--- config.mk ---
export PLATFORM = sky130hd
export DESIGN_NAME = score_digit_driver
export DESIGN_NICKNAME = d
export VERILOG_FILES = /design/src/rtl/score_digit_driver.sv
export SDC_FILE = /design/constraint.sdc
export NUM_CORES = 1
export LEC_CHECK = 0
export CAP_MARGIN = 20
export CORE_ASPECT_RATIO = 2
export CORE_MARGIN = 2
export CORE_UTILIZATION = 45
export DETAILED_ROUTE_END_ITERATION = 10
export GPL_TIMING_DRIVEN = 0
export PLACE_DENSITY = 0.88
export SLEW_MARGIN = 10
export SYNTH_ARGS = -nofsm -noshare
export SYNTH_HDL_FRONTEND = slang
export SYNTH_SLANG_ARGS = --single-unit
--- constraint.sdc ---
create_clock -name clk -period 3.7 [get_ports clk]
set_clock_uncertainty 0.2 [all_clocks]
set_input_delay 0.925 -clock clk [delete_from_list [all_inputs] [get_ports clk]]
set_output_delay 0.925 -clock clk [all_outputs]
set_load 0.1 [all_outputs]
--- src/rtl/score_digit_driver.sv ---
// Two-digit BCD score keeper and on-screen glyph placement for the number bitmap renderer.
// Keeps a saturating 00..99 score, latches the shown digits once per frame, and produces
// registered inside-box flags and box-relative offsets for the tens and units glyphs.
// Optional build macro: LEADING_ZERO_BLANK_EN blanks the tens glyph while it shows 0.
module score_digit_driver #(
    parameter int unsigned TOP_LEFT_X = 560,
    parameter int unsigned TOP_LEFT_Y = 16,
    parameter int unsigned DIGIT_W    = 16,
    parameter int unsigned DIGIT_H    = 32,
    parameter int unsigned DIGIT_GAP  = 4
) (
    input  logic        clk,
    input  logic        resetN,
    input  logic        startOfFrame,
    input  logic [10:0] pixelX,
    input  logic [10:0] pixelY,
    input  logic        addPulse,
    input  logic [3:0]  addValue,
    input  logic        subPulse,
    input  logic        clearScore,
    output logic        InsideRectangle1,
    output logic        InsideRectangle2,
    output logic [10:0] offsetX1,
    output logic [10:0] offsetY1,
    output logic [10:0] offsetX2,
    output logic [10:0] offsetY2,
    output logic [3:0]  digit1,
    output logic [3:0]  digit2,
    output logic        scoreMax
);

    // Box edges; right/bottom bounds are exclusive.
    localparam logic [10:0] X1_LO = 11'(TOP_LEFT_X);
    localparam logic [10:0] X1_HI = 11'(TOP_LEFT_X + DIGIT_W);
    localparam logic [10:0] X2_LO = 11'(TOP_LEFT_X + DIGIT_W + DIGIT_GAP);
    localparam logic [10:0] X2_HI = 11'(TOP_LEFT_X + DIGIT_W + DIGIT_GAP + DIGIT_W);
    localparam logic [10:0] Y_LO  = 11'(TOP_LEFT_Y);
    localparam logic [10:0] Y_HI  = 11'(TOP_LEFT_Y + DIGIT_H);

    // Score state
    logic [3:0]  tens_q, tens_d;
    logic [3:0]  units_q, units_d;
    logic        max_q, max_d;

    // Display latch
    logic [3:0]  digit1_q, digit1_d;
    logic [3:0]  digit2_q, digit2_d;

    // Geometry pipeline stage
    logic        flag1_q, flag1_d;
    logic        flag2_q, flag2_d;
    logic [10:0] ox1_q, ox1_d;
    logic [10:0] oy1_q, oy1_d;
    logic [10:0] ox2_q, ox2_d;
    logic [10:0] oy2_q, oy2_d;

    // Add-path intermediates, 5 bits wide so a sum above 15 cannot wrap.
    logic [4:0]  add_v;
    logic [4:0]  units_sum;
    logic [4:0]  tens_sum;
    logic        carry;
    logic [3:0]  units_add;

    logic        in_box1;
    logic        in_box2;

    // Next score: clear beats add, add beats sub.
    always_comb begin
        tens_d    = tens_q;
        units_d   = units_q;
        max_d     = max_q;
        add_v     = (addValue > 4'd9) ? 5'd9 : {1'b0, addValue};
        units_sum = {1'b0, units_q} + add_v;
        carry     = 1'b0;
        units_add = units_sum[3:0];
        if (units_sum > 5'd9) begin
            units_add = 4'(units_sum - 5'd10);
            carry     = 1'b1;
        end
        tens_sum  = {1'b0, tens_q} + {4'b0000, carry};

        if (clearScore) begin
            tens_d  = 4'd0;
            units_d = 4'd0;
            max_d   = 1'b0;
        end else if (addPulse) begin
            if (tens_sum > 5'd9) begin
                tens_d  = 4'd9;
                units_d = 4'd9;
                max_d   = 1'b1;
            end else begin
                tens_d  = tens_sum[3:0];
                units_d = units_add;
            end
        end else if (subPulse) begin
            if ((tens_q != 4'd0) || (units_q != 4'd0)) begin
                if (units_q == 4'd0) begin
                    units_d = 4'd9;
                    tens_d  = tens_q - 4'd1;
                end else begin
                    units_d = units_q - 4'd1;
                end
                max_d = 1'b0;
            end
        end
    end

    // Digits follow the score only at frame start, capturing the pre-update value.
    always_comb begin
        digit1_d = digit1_q;
        digit2_d = digit2_q;
        if (startOfFrame) begin
            digit1_d = tens_q;
            digit2_d = units_q;
        end
    end

    // Box hit tests compare before subtracting so pixels left/above never underflow in.
    always_comb begin
        in_box1 = (pixelX >= X1_LO) && (pixelX < X1_HI) && (pixelY >= Y_LO) && (pixelY < Y_HI);
        in_box2 = (pixelX >= X2_LO) && (pixelX < X2_HI) && (pixelY >= Y_LO) && (pixelY < Y_HI);

`ifdef LEADING_ZERO_BLANK_EN
        flag1_d = in_box1 && (digit1_q != 4'd0);
`else
        flag1_d = in_box1;
`endif
        flag2_d = in_box2;

        ox1_d = 11'd0;
        oy1_d = 11'd0;
        ox2_d = 11'd0;
        oy2_d = 11'd0;
        if (in_box1) begin
            ox1_d = pixelX - X1_LO;
            oy1_d = pixelY - Y_LO;
        end
        if (in_box2) begin
            ox2_d = pixelX - X2_LO;
            oy2_d = pixelY - Y_LO;
        end
    end

    // State registers with asynchronous active-low reset.
    always_ff @(posedge clk or negedge resetN) begin
        if (!resetN) begin
            tens_q   <= 4'd0;
            units_q  <= 4'd0;
            max_q    <= 1'b0;
            digit1_q <= 4'd0;
            digit2_q <= 4'd0;
            flag1_q  <= 1'b0;
            flag2_q  <= 1'b0;
            ox1_q    <= 11'd0;
            oy1_q    <= 11'd0;
            ox2_q    <= 11'd0;
            oy2_q    <= 11'd0;
        end else begin
            tens_q   <= tens_d;
            units_q  <= units_d;
            max_q    <= max_d;
            digit1_q <= digit1_d;
            digit2_q <= digit2_d;
            flag1_q  <= flag1_d;
            flag2_q  <= flag2_d;
            ox1_q    <= ox1_d;
            oy1_q    <= oy1_d;
            ox2_q    <= ox2_d;
            oy2_q    <= oy2_d;
        end
    end

    assign digit1           = digit1_q;
    assign digit2           = digit2_q;
    assign scoreMax         = max_q;
    assign InsideRectangle1 = flag1_q;
    assign InsideRectangle2 = flag2_q;
    assign offsetX1         = ox1_q;
    assign offsetY1         = oy1_q;
    assign offsetX2         = ox2_q;
    assign offsetY2         = oy2_q;

endmodule

==> flow_metrics.env, run 1 <==
export IMPL_status="completed"
export IMPL_cpMostUsedCell="ha_4"
export IMPL_cp_data_required_time_ns=3.71
export IMPL_endpoint_kind="flop"
export IMPL_reg2reg_to="units_q[3]$_DFFE_PN0P_"
export IMPL_crit_fanout=4
export IMPL_finalWirelength_um=8430
export IMPL_synth_area_leaders="dfrtp_1 (51%), ha_1 (6.5%), nor2_1 (5.2%)"
export IMPL_synth_top_cells_by_count="dfrtp_1 (63), nor2_1 (43), nand2_1 (18), inv_1 (17), ha_1 (16)"
export IMPL_synth_top_cell_by_area="dfrtp_1"
export IMPL_fmax_mhz=277
export IMPL_path_delay_family="compound AO/OA/AOI/OAI gates"
export IMPL_overflow=0
export IMPL_cts_sinks=63
export IMPL_fp_row_count=42
export IMPL_cts_root_buffer_cell="clkbuf_16"
export IMPL_vias=2687
export IMPL_slew_headroom=0.305
export IMPL_core_area_um2=6620
export IMPL_synthesis_instances=294
export IMPL_crit_reg2reg_launch="units_q[0]$_DFFE_PN0P_"
export IMPL_synth_avg_cell_area_um2=10.6
export IMPL_switching_power_uw=1050
export IMPL_startpoint="addValue[3]"
export IMPL_io_pins=87
export IMPL_hold_path_class="flop to flop"
export IMPL_areaGrowthSynthToFinish_pct=47.7
export IMPL_antenna_left=0
export IMPL_yosysUniqueCellTypes=58
export IMPL_hold_viol=0
export IMPL_hpwlAfterDp_um=6150
export IMPL_grt_pass1_wl_um=13500
export IMPL_final_util=0.692
export IMPL_htree_levels=3
export IMPL_drc=0
export IMPL_setup_viol=0
export IMPL_ys_seq_area_frac=0.508
export IMPL_critical_path_arrival_ns=3.61
export IMPL_path_buf_inv=2
export IMPL_antenna_found_initial=0
export IMPL_p_int_uw=1760
export IMPL_die_area_um2=7610
export IMPL_total_power_uw=2800
export IMPL_min_from="digit1[0]$_DFFE_PN0P_"
export IMPL_seqPwrFrac=0.296
export IMPL_whs_endpoint="digit1[0]$_DFFE_PN0P_"
export IMPL_layout_drive_gt1_share=0.207
export IMPL_critical_path_max_stage_delay_ns=0.44
export IMPL_worstSkewPairLatency_ns=0.33
export IMPL_num_antenna_cells=0
export IMPL_criticalPathCategory="primary input to flop"
export IMPL_initial_core_util=0.468
export IMPL_synth_area_um2=3100
export IMPL_wire_per_inst_um=17.2
export IMPL_viasPerCell=5.49
export IMPL_rsz0062_at_grt="yes"
export IMPL_ys_warn_count=0
export IMPL_period_share=0.974
export IMPL_cts_tree="built"
export IMPL_synth_main_ff_cell="dfrtp_1"
export IMPL_grt_max_degree=64
export IMPL_die_y_um=121
export IMPL_rrSetupSlack_ns=0.39
export IMPL_first_global_vias=2752
export IMPL_hold_ws_ns=0.304
export IMPL_clkPwrFrac=0.320
export IMPL_gp_congestion=0.936
export IMPL_portBuffers=83
export IMPL_maxCapViolCount=0
export IMPL_synth_most_common_cell="dfrtp_1"
export IMPL_synth_edf_count=0
export IMPL_tightest_slew_ns=1.04
export IMPL_die_w_um=62.7
export IMPL_p_per_area_nw_per_um2=612
export IMPL_slowest_stage="fa_2"
export IMPL_fin_crit_ns=3.61
export IMPL_min_path_cells=1
export IMPL_power_frac_comb=0.384
export IMPL_clk_pin_slew_worst_paths_ns=0.05
export IMPL_crit_path_start_kind="primary input"
export IMPL_drt_iter0_drc=90
export IMPL_track_usage=0.234
export IMPL_ir_drop_mv=0.519
export IMPL_final_max_slew_viol_count=0
export IMPL_num_fill_cells=501
export IMPL_cellLeakagePower_uw=0.00206
export IMPL_swShare=0.373
export IMPL_cts_buffer_depth=2
export IMPL_cts_inserted_buffers=9
export IMPL_drt_pass1_iterations=5
export IMPL_nets=445
export IMPL_r2r_cells=13
export IMPL_async_flop_share=1.00
export IMPL_crit_chain="buf_8, o21ai_4, nand2b_4, ha_4, inv_2, fa_2, xor2_4, a221oi_2, o32a_1, ha_4, ha_4, nor2_4, a21oi_4, o22a_2, o41ai_2, a21oi_1"
export IMPL_ys_ff_latch=63
export IMPL_syn_num_nets=343
export IMPL_yosysTopAreaCellShare=0.508
[worst max-delay path by stage]
stage	cells after the start	to
after CTS	16	tens_q[1]$_DFFE_PN0P_
after global routing	16	tens_q[0]$_DFFE_PN0P_
after global placement	16	units_q[1]$_DFFE_PN0P_
after floorplan	15	units_q[3]$_DFFE_PN0P_
after detailed placement	16	units_q[1]$_DFFE_PN0P_
final	16	units_q[3]$_DFFE_PN0P_
[worst register-to-register path: stages (launching register included)]
cell and delay (ns):
dfrtp_1 0.46, ha_4 0.18, inv_2 0.04, fa_2 0.44, xor2_4 0.21, a221oi_2 0.27, o32a_1 0.27, ha_4 0.18
ha_4 0.22, nor2_4 0.10, a21oi_4 0.05, o22a_2 0.26, o41ai_2 0.21, a21oi_1 0.10
[metrics by stage]
step / setup slack [ns] / area (um2) / TNS (ns) / instances
after floorplan: -0.102 / 3170 / -0.215 / 294
after global placement: -0.954 / 4110 / -30.66 / 465
after detailed placement: -1.06 / 4100 / -8.01 / 465
after CTS: 0.00273 / 4500 / 0 / 486
after global routing: -0.0208 / 4580 / -0.0292 / 489
final: 0.0949 / 4580 / 0 / 489
[cell type report]
type,count,area (um2),share of cell area
Timing Repair Buffer,92,902,0.197
Multi-Input combinational cell,204,1550,0.338
Buffer,8,48.8,0.0107
Inverter,18,70.1,0.0153
Sequential cell,63,1580,0.344
Clock inverter,7,97.6,0.0213
Clock buffer,9,225,0.0492
Tap cell,88,110,0.0240
[flip-flops by register name (all words and copies together), names as in the netlist]
register / flops
InsideRectangle1: 1
InsideRectangle2: 1
digit1: 4
digit2: 4
offsetX1: 11
offsetX2: 11
offsetY1: 11
offsetY2: 11
scoreMax: 1
tens_q: 4
units_q: 4
[layout by cell type (no fill, tap or decap), types with 3 or more instances in the layout]
master and instances:
buf_6 3, and2_1 6, nand3_1 7, nor3_1 6
buf_4 11, mux2_2 9, xnor2_1 4, nand2_1 18
nor2b_1 4, clkbuf_1 5, nor2_1 42, nor2_2 4
ha_4 3, inv_1 15, nand2b_1 3, clkbuf_16 9
o21ai_0 9, a21oi_1 12, and3_2 7, ha_1 13
o31ai_1 3, clkdlybuf4s50_1 78, dfrtp_1 63
[layer usage]
metal / GRT usage / wire length (um)
met1: 0.216 / 2660
met2: 0.448 / 4910
met3: 0.0686 / 460
met4: 0.128 / 388
met5: 0 / 0
[repair_timing]
item | CTS | global route
gates resized for setup | 24 | 18
setup buffers | 6 | 3
setup endpoints to repair | 9 | 6
endpoints found under the hold margin | 0 | 0
pin swaps | 14 | 14
hold buffers | 0 | 0
[power groups by stage]
| stage | combinational [uW] | sequential [uW] | clock, uW |
|---|---|---|---|
| detailed placement | 928 | 832 | 0 |
| global route | 1160 | 836 | 937 |
| finish | 1080 | 829 | 898 |
| floorplan | 471 | 1040 | 0 |
| global placement | 897 | 827 | 0 |
| CTS | 1010 | 825 | 906 |
[cell families (layout without fill, tap and decap cells)]
group	count (synthesis)	count (layout)	share of synthesized area
mux	10	10	0.0359
compound gates	57	57	0.138
flops	63	63	0.508
fa+ha+maj	17	17	0.0710
buf+inv	27	134	0.0387
simple gates	113	113	0.186
xor+xnor	7	7	0.0222
Power figures use the tool's default switching activity.
==> run 2: changes to the inputs <==
--- a/config.mk
+++ b/config.mk
@@ -6,12 +6,15 @@
 export NUM_CORES = 1
 export LEC_CHECK = 0
 export CAP_MARGIN = 20
+export CELL_PAD_IN_SITES_DETAIL_PLACEMENT = 0
+export CELL_PAD_IN_SITES_GLOBAL_PLACEMENT = 1
 export CORE_ASPECT_RATIO = 2
 export CORE_MARGIN = 2
-export CORE_UTILIZATION = 45
+export CORE_UTILIZATION = 37
 export DETAILED_ROUTE_END_ITERATION = 10
+export GPL_ROUTABILITY_DRIVEN = 1
 export GPL_TIMING_DRIVEN = 0
-export PLACE_DENSITY = 0.88
+export PLACE_DENSITY = 0.93
 export SLEW_MARGIN = 10
 export SYNTH_ARGS = -nofsm -noshare
 export SYNTH_HDL_FRONTEND = slang
==> run 2 against run 1 <==
Fmax down 1.8%. Register-to-register slack worse by 0.07 ns. Global-route usage down 3.9 points. Clock power down 13%. First-iteration DRC count down 43%. Flip-flop and latch count unchanged. Highest routed layer unchanged.
==> flow_metrics.env, run 2 (synthesis results as in run 1) <==
export IMPL_layout_drive_gt1_share=0.221
export IMPL_slew_headroom=0.313
export IMPL_path_delay_family="compound AO/OA/AOI/OAI gates"
export IMPL_cts_root_buffer_cell="clkbuf_16"
export IMPL_grt_max_degree=64
export IMPL_initial_core_util=0.377
export IMPL_crit_path_start_kind="primary input"
export IMPL_switching_power_uw=1060
export IMPL_swShare=0.391
export IMPL_final_cell_mix="clkdlybuf4s50_1 (78), dfrtp_1 (63), nor2_1 (42)"
export IMPL_critical_path_max_stage_delay_ns=0.44
export IMPL_seqCellArea_um2=1580
export IMPL_maxCapViolCount=0
export IMPL_slowest_stage="fa_2"
export IMPL_crit_chain="buf_8, o21ai_4, nand2b_4, ha_4, inv_2, fa_2, xor2_4, a22oi_2, o32a_1, ha_4, ha_4, nor2_4, a21oi_4, o22a_4, buf_6, o21ai_2, a31oi_1"
export IMPL_critical_path_arrival_ns=3.72
export IMPL_vias=2621
export IMPL_cts_tree="built"
export IMPL_hold_ws_ns=0.308
export IMPL_die_w_um=68.7
export IMPL_die_y_um=133
export IMPL_cts_inserted_buffers=9
export IMPL_fp_row_count=47
export IMPL_finalSetupTns_ns=0
export IMPL_cts_sinks=63
export IMPL_antenna_found_initial=0
export IMPL_htree_levels=3
export IMPL_cts_buffer_depth=2
export IMPL_viasPerCell=5.23
export IMPL_hold_viol=0
export IMPL_die_area_um2=9180
export IMPL_drt_iter0_drc=51
export IMPL_fin_crit_ns=3.67
export IMPL_num_antenna_cells=0
export IMPL_first_global_vias=2836
export IMPL_setup_viol=0
export IMPL_hpwlAfterDp_um=6360
export IMPL_track_usage=0.195
export IMPL_fin_cells=501
export IMPL_crit_fanout=4
export IMPL_criticalPathCategory="primary input to flop"
export IMPL_grt_pass1_wl_um=13200
export IMPL_endpoint_kind="flop"
export IMPL_power_frac_comb=0.406
export IMPL_wire_per_inst_um=16.5
export IMPL_path_buf_inv=3
export IMPL_tightest_slew_ns=1.03
export IMPL_antenna_left=0
export IMPL_cellLeakagePower_uw=0.00206
export IMPL_layout_commonest_cell="clkdlybuf4s50_1"
export IMPL_seqPwrFrac=0.304
export IMPL_cp_data_required_time_ns=3.74
export IMPL_rsz0062_at_grt="yes"
export IMPL_hold_path_class="flop to flop"
export IMPL_areaGrowthSynthToFinish_pct=49.1
export IMPL_overflow=0
export IMPL_final_max_slew_viol_count=0
export IMPL_cpMostUsedCell="ha_4"
export IMPL_core_area_um2=8230
export IMPL_ir_drop_mv=0.380
export IMPL_worstSkewPairLatency_ns=0.32
export IMPL_clkPwrFrac=0.289
export IMPL_drc=0
export IMPL_multi_input_area_um2=1600
export IMPL_p_per_area_nw_per_um2=586
export IMPL_io_pins=87
export IMPL_status="completed"
export IMPL_fmax_mhz=272
export IMPL_clk_pin_slew_worst_paths_ns=0.06
export IMPL_drt_pass1_iterations=6
export IMPL_period_share=0.992
export IMPL_dp_cells=475
export IMPL_gp_congestion=0.942
export IMPL_p_int_uw=1650
export IMPL_portBuffers=83
export IMPL_num_fill_cells=709
export IMPL_nets=447
export IMPL_finalWirelength_um=8280
==> run 2: per-layer routing <==
layer	wire [um]	vias to the layer above	track usage
met5	0	-	0
met4	363	0	0.112
met3	497	29	0.0659
met2	4900	86	0.368
met1	2520	1269	0.160
li1	-	1237	-
==> run 2: repair_timing <==
item,CTS,global route
pin swaps,16,16
endpoints found under the setup margin,9,7
setup buffers,8,3
resized for setup,36,12
hold buffers,0,0
==> run 2: power groups by stage <==
stage / Sequential, uW / Clock, uW / Combinational [uW]
2_1_floorplan: 1040 / 0 / 471
3_3_place_gp: 830 / 0 / 913
3_5_place_dp: 831 / 0 / 933
4_1_cts: 824 / 789 / 1060
5_1_grt: 836 / 824 / 1180
6_report: 825 / 783 / 1100
==> run 2: final cells by class <==
type	instances	share of cell area
Buffer	8	0.0106
Clock buffer	10	0.0517
Clock inverter	6	0.00974
Inverter	18	0.0152
Multi-Input combinational cell	204	0.346
Sequential cell	63	0.341
Tap cell	98	0.0265
Timing Repair Buffer	94	0.200
==> run 2: path summary, 6_finish.rpt <==
| path | startpoint | slack (ns) | endpoint | depth (start not counted) |
|---|---|---|---|---|
| setup / recovery | addValue[3] | 0.03 | units_q[0]$_DFFE_PN0P_ | 17 |
| hold / removal | digit2[1]$_DFFE_PN0P_ | 0.31 | digit2[1]$_DFFE_PN0P_ | 1 |
| setup reg to reg | units_q[0]$_DFFE_PN0P_ | 0.32 | units_q[0]$_DFFE_PN0P_ | 14 |
| hold reg to reg | digit2[1]$_DFFE_PN0P_ | 0.31 | digit2[1]$_DFFE_PN0P_ | 1 |
| max in group asynchronous | resetN | 2.32 | offsetY2[0]$_DFF_PN0_ | 1 |
| min in group asynchronous | resetN | 0.48 | offsetY1[7]$_DFF_PN0_ | 1 |
==> run 2: stage by stage <==
stage | instance area [um2] | util | worst slack (ns) | power [uW]
2_1_floorplan | 3170 | - | -0.102 | 1510
4_1_cts | 4550 | 0.552 | -0.0914 | 2670
5_1_grt | 4620 | 0.562 | -0.0749 | 2840
3_3_place_gp | 4120 | 0.500 | -1.02 | 1740
6_report | 4620 | 0.562 | 0.0280 | 2710
3_5_place_dp | 4120 | 0.500 | -1.08 | 1760
==> run 3: changes to the inputs <==
--- a/config.mk
+++ b/config.mk
@@ -12,7 +12,7 @@
 export CORE_MARGIN = 2
 export CORE_UTILIZATION = 37
 export DETAILED_ROUTE_END_ITERATION = 10
-export GPL_ROUTABILITY_DRIVEN = 1
+export GPL_ROUTABILITY_DRIVEN = 0
 export GPL_TIMING_DRIVEN = 0
 export PLACE_DENSITY = 0.93
 export SLEW_MARGIN = 10
==> run 3 against run 2 <==
Utilization up 0.17 points. Count of clock-buffer cells in the layout unchanged. Final area up 0.30%. Sequential share of layout area down 0.10 points. Combinational power about the same. Flip-flop and latch count unchanged. Critical path depth unchanged. Clock power up 19%.
==> flow_metrics.env, run 3 (synthesis results as in run 1) <==
export IMPL_status="completed"
export IMPL_fmax_mhz=272
export IMPL_maxCapViolCount=0
export IMPL_layout_drive_gt1_share=0.215
export IMPL_setup_viol=0
export IMPL_num_fill_cells=714
export IMPL_layout_commonest_cell="clkdlybuf4s50_1"
export IMPL_final_cell_mix="clkdlybuf4s50_1 (78), dfrtp_1 (63), nor2_1 (42)"
export IMPL_first_global_vias=2888
export IMPL_endpoint_kind="flop"
export IMPL_rsz0062_at_grt="yes"
export IMPL_die_w_um=68.7
export IMPL_min_from="digit2[0]$_DFFE_PN0P_"
export IMPL_grt_max_degree=64
export IMPL_overflow=0
export IMPL_dp_slack_ns=-1.09
export IMPL_stdcell_area_um2=4640
export IMPL_hold_viol=0
export IMPL_cts_inserted_buffers=9
export IMPL_cellLeakagePower_uw=0.00207
export IMPL_placed_area_um2=4120
export IMPL_wire_per_inst_um=17.3
export IMPL_critical_path_arrival_ns=3.73
export IMPL_core_area_um2=8230
export IMPL_drt_pass1_iterations=4
export IMPL_period_share=0.995
export IMPL_final_util=0.563
export IMPL_finalWirelength_um=8620
export IMPL_fin_crit_ns=3.68
export IMPL_antenna_found_initial=0
export IMPL_final_max_slew_viol_count=0
export IMPL_seqCellArea_um2=1580
export IMPL_portBuffers=83
export IMPL_cts_root_buffer_cell="clkbuf_16"
export IMPL_hold_path_class="flop to flop"
export IMPL_slew_headroom=0.298
export IMPL_viasPerCell=5.23
export IMPL_areaGrowthSynthToFinish_pct=49.5
export IMPL_nets=444
export IMPL_multi_input_area_um2=1590
export IMPL_tightest_slew_ns=1.05
export IMPL_grt_pass1_wl_um=13900
export IMPL_clk_pin_slew_worst_paths_ns=0.06
export IMPL_cts_sinks=63
export IMPL_cp_data_required_time_ns=3.74
export IMPL_drt_iter0_drc=88
export IMPL_num_antenna_cells=0
export IMPL_p_per_area_nw_per_um2=613
export IMPL_htree_levels=3
export IMPL_die_y_um=133
export IMPL_setup_ws_ns=0.0171
export IMPL_ir_drop_mv=0.387
export IMPL_drc=0
export IMPL_antenna_left=0
export IMPL_crit_fanout=4
export IMPL_fp_row_count=47
export IMPL_cts_tree="built"
export IMPL_crit_reg2reg_launch="units_q[0]$_DFFE_PN0P_"
export IMPL_vias=2605
export IMPL_track_usage=0.207
export IMPL_startpoint="addValue[3]"
export IMPL_cts_buffer_depth=2
export IMPL_hpwlAfterDp_um=6350
export IMPL_io_pins=87
export IMPL_die_area_um2=9180
export IMPL_initial_core_util=0.377
export IMPL_crit_path_start_kind="primary input"
export IMPL_worstSkewPairLatency_ns=0.32
export IMPL_criticalPathCategory="primary input to flop"
==> run 3: cell types whose count changed in the layout (fill, tap and decap cells not counted), sizes merged <==
| cell | previous run | this run |
|---|---|---|
| buf | 19 | 15 |
| bufinv | 0 | 2 |
| clkbuf | 15 | 16 |
| clkinv | 2 | 1 |
| clkinvlp | 3 | 2 |
==> run 3: metal layers <==
metal	GRT usage	vias up	wire (um)
li1	-	1227	-
met1	0.178	1250	2610
met2	0.378	91	4990
met3	0.0625	37	501
met4	0.134	0	517
met5	0	-	0
==> run 3: path summary, 6_finish.rpt <==
| path | endpoint | slack [ns] | cells past startpoint |
|---|---|---|---|
| min in group asynchronous | offsetY1[5]$_DFF_PN0_ | 0.48 | 1 |
| hold reg to reg | digit2[0]$_DFFE_PN0P_ | 0.31 | 1 |
| hold / removal | digit2[0]$_DFFE_PN0P_ | 0.31 | 1 |
| setup reg to reg | units_q[0]$_DFFE_PN0P_ | 0.32 | 14 |
| max in group asynchronous | tens_q[3]$_DFFE_PN0P_ | 2.31 | 1 |
| setup / recovery | units_q[0]$_DFFE_PN0P_ | 0.02 | 17 |
==> run 3: area by class of cell <==
type / instances / area share
inverters: 18 / 0.0151
well taps: 98 / 0.0264
flip-flops and latches: 63 / 0.340
clock inverters: 6 / 0.0200
repair buffers: 91 / 0.194
plain buffers: 8 / 0.0105
multi-input cells: 204 / 0.342
clock buffers: 10 / 0.0515
==> run 3: through the flow <==
| stage | hold slack, ns | total power [uW] | TNS, ns | instances |
|---|---|---|---|---|
| global placement | 0.292 | 1740 | -30.15 | 475 |
| detailed placement | 0.299 | 1760 | -8.50 | 475 |
| global route | 0.334 | 2980 | -0.355 | 498 |
| finish | 0.310 | 2840 | 0 | 498 |
| CTS | 0.312 | 2780 | 0 | 496 |
| floorplan | 0.356 | 1510 | -0.215 | 294 |
==> run 3: repair_timing <==
| action | in CTS | in global routing |
|---|---|---|
| pin swaps | 13 | 17 |
| hold buffers | 0 | 0 |
| setup endpoints to repair | 9 | 7 |
| setup buffers | 6 | 2 |
| gates resized for setup | 27 | 21 |
==> run 3: where the power goes <==
group	internal [uW]	switching (uW)	leakage (uW)
Clock	611	317	0.000155
Combinational	417	670	0.00105
Sequential	749	78.6	0.000865
Total	1780	1070	0.00207
==> run 3: worst max-delay path: stages <==
cell and delay, ns:
buf_8 0.08, o21ai_4 0.05, nand2b_4 0.07, ha_4 0.13, inv_2 0.04, fa_2 0.44
xor2_4 0.23, a22oi_2 0.10, o32a_1 0.36, ha_4 0.20, ha_4 0.30, inv_4 0.04
a21boi_4 0.18, o22a_4 0.21, buf_6 0.12, o21ai_4 0.05, a31oi_1 0.19
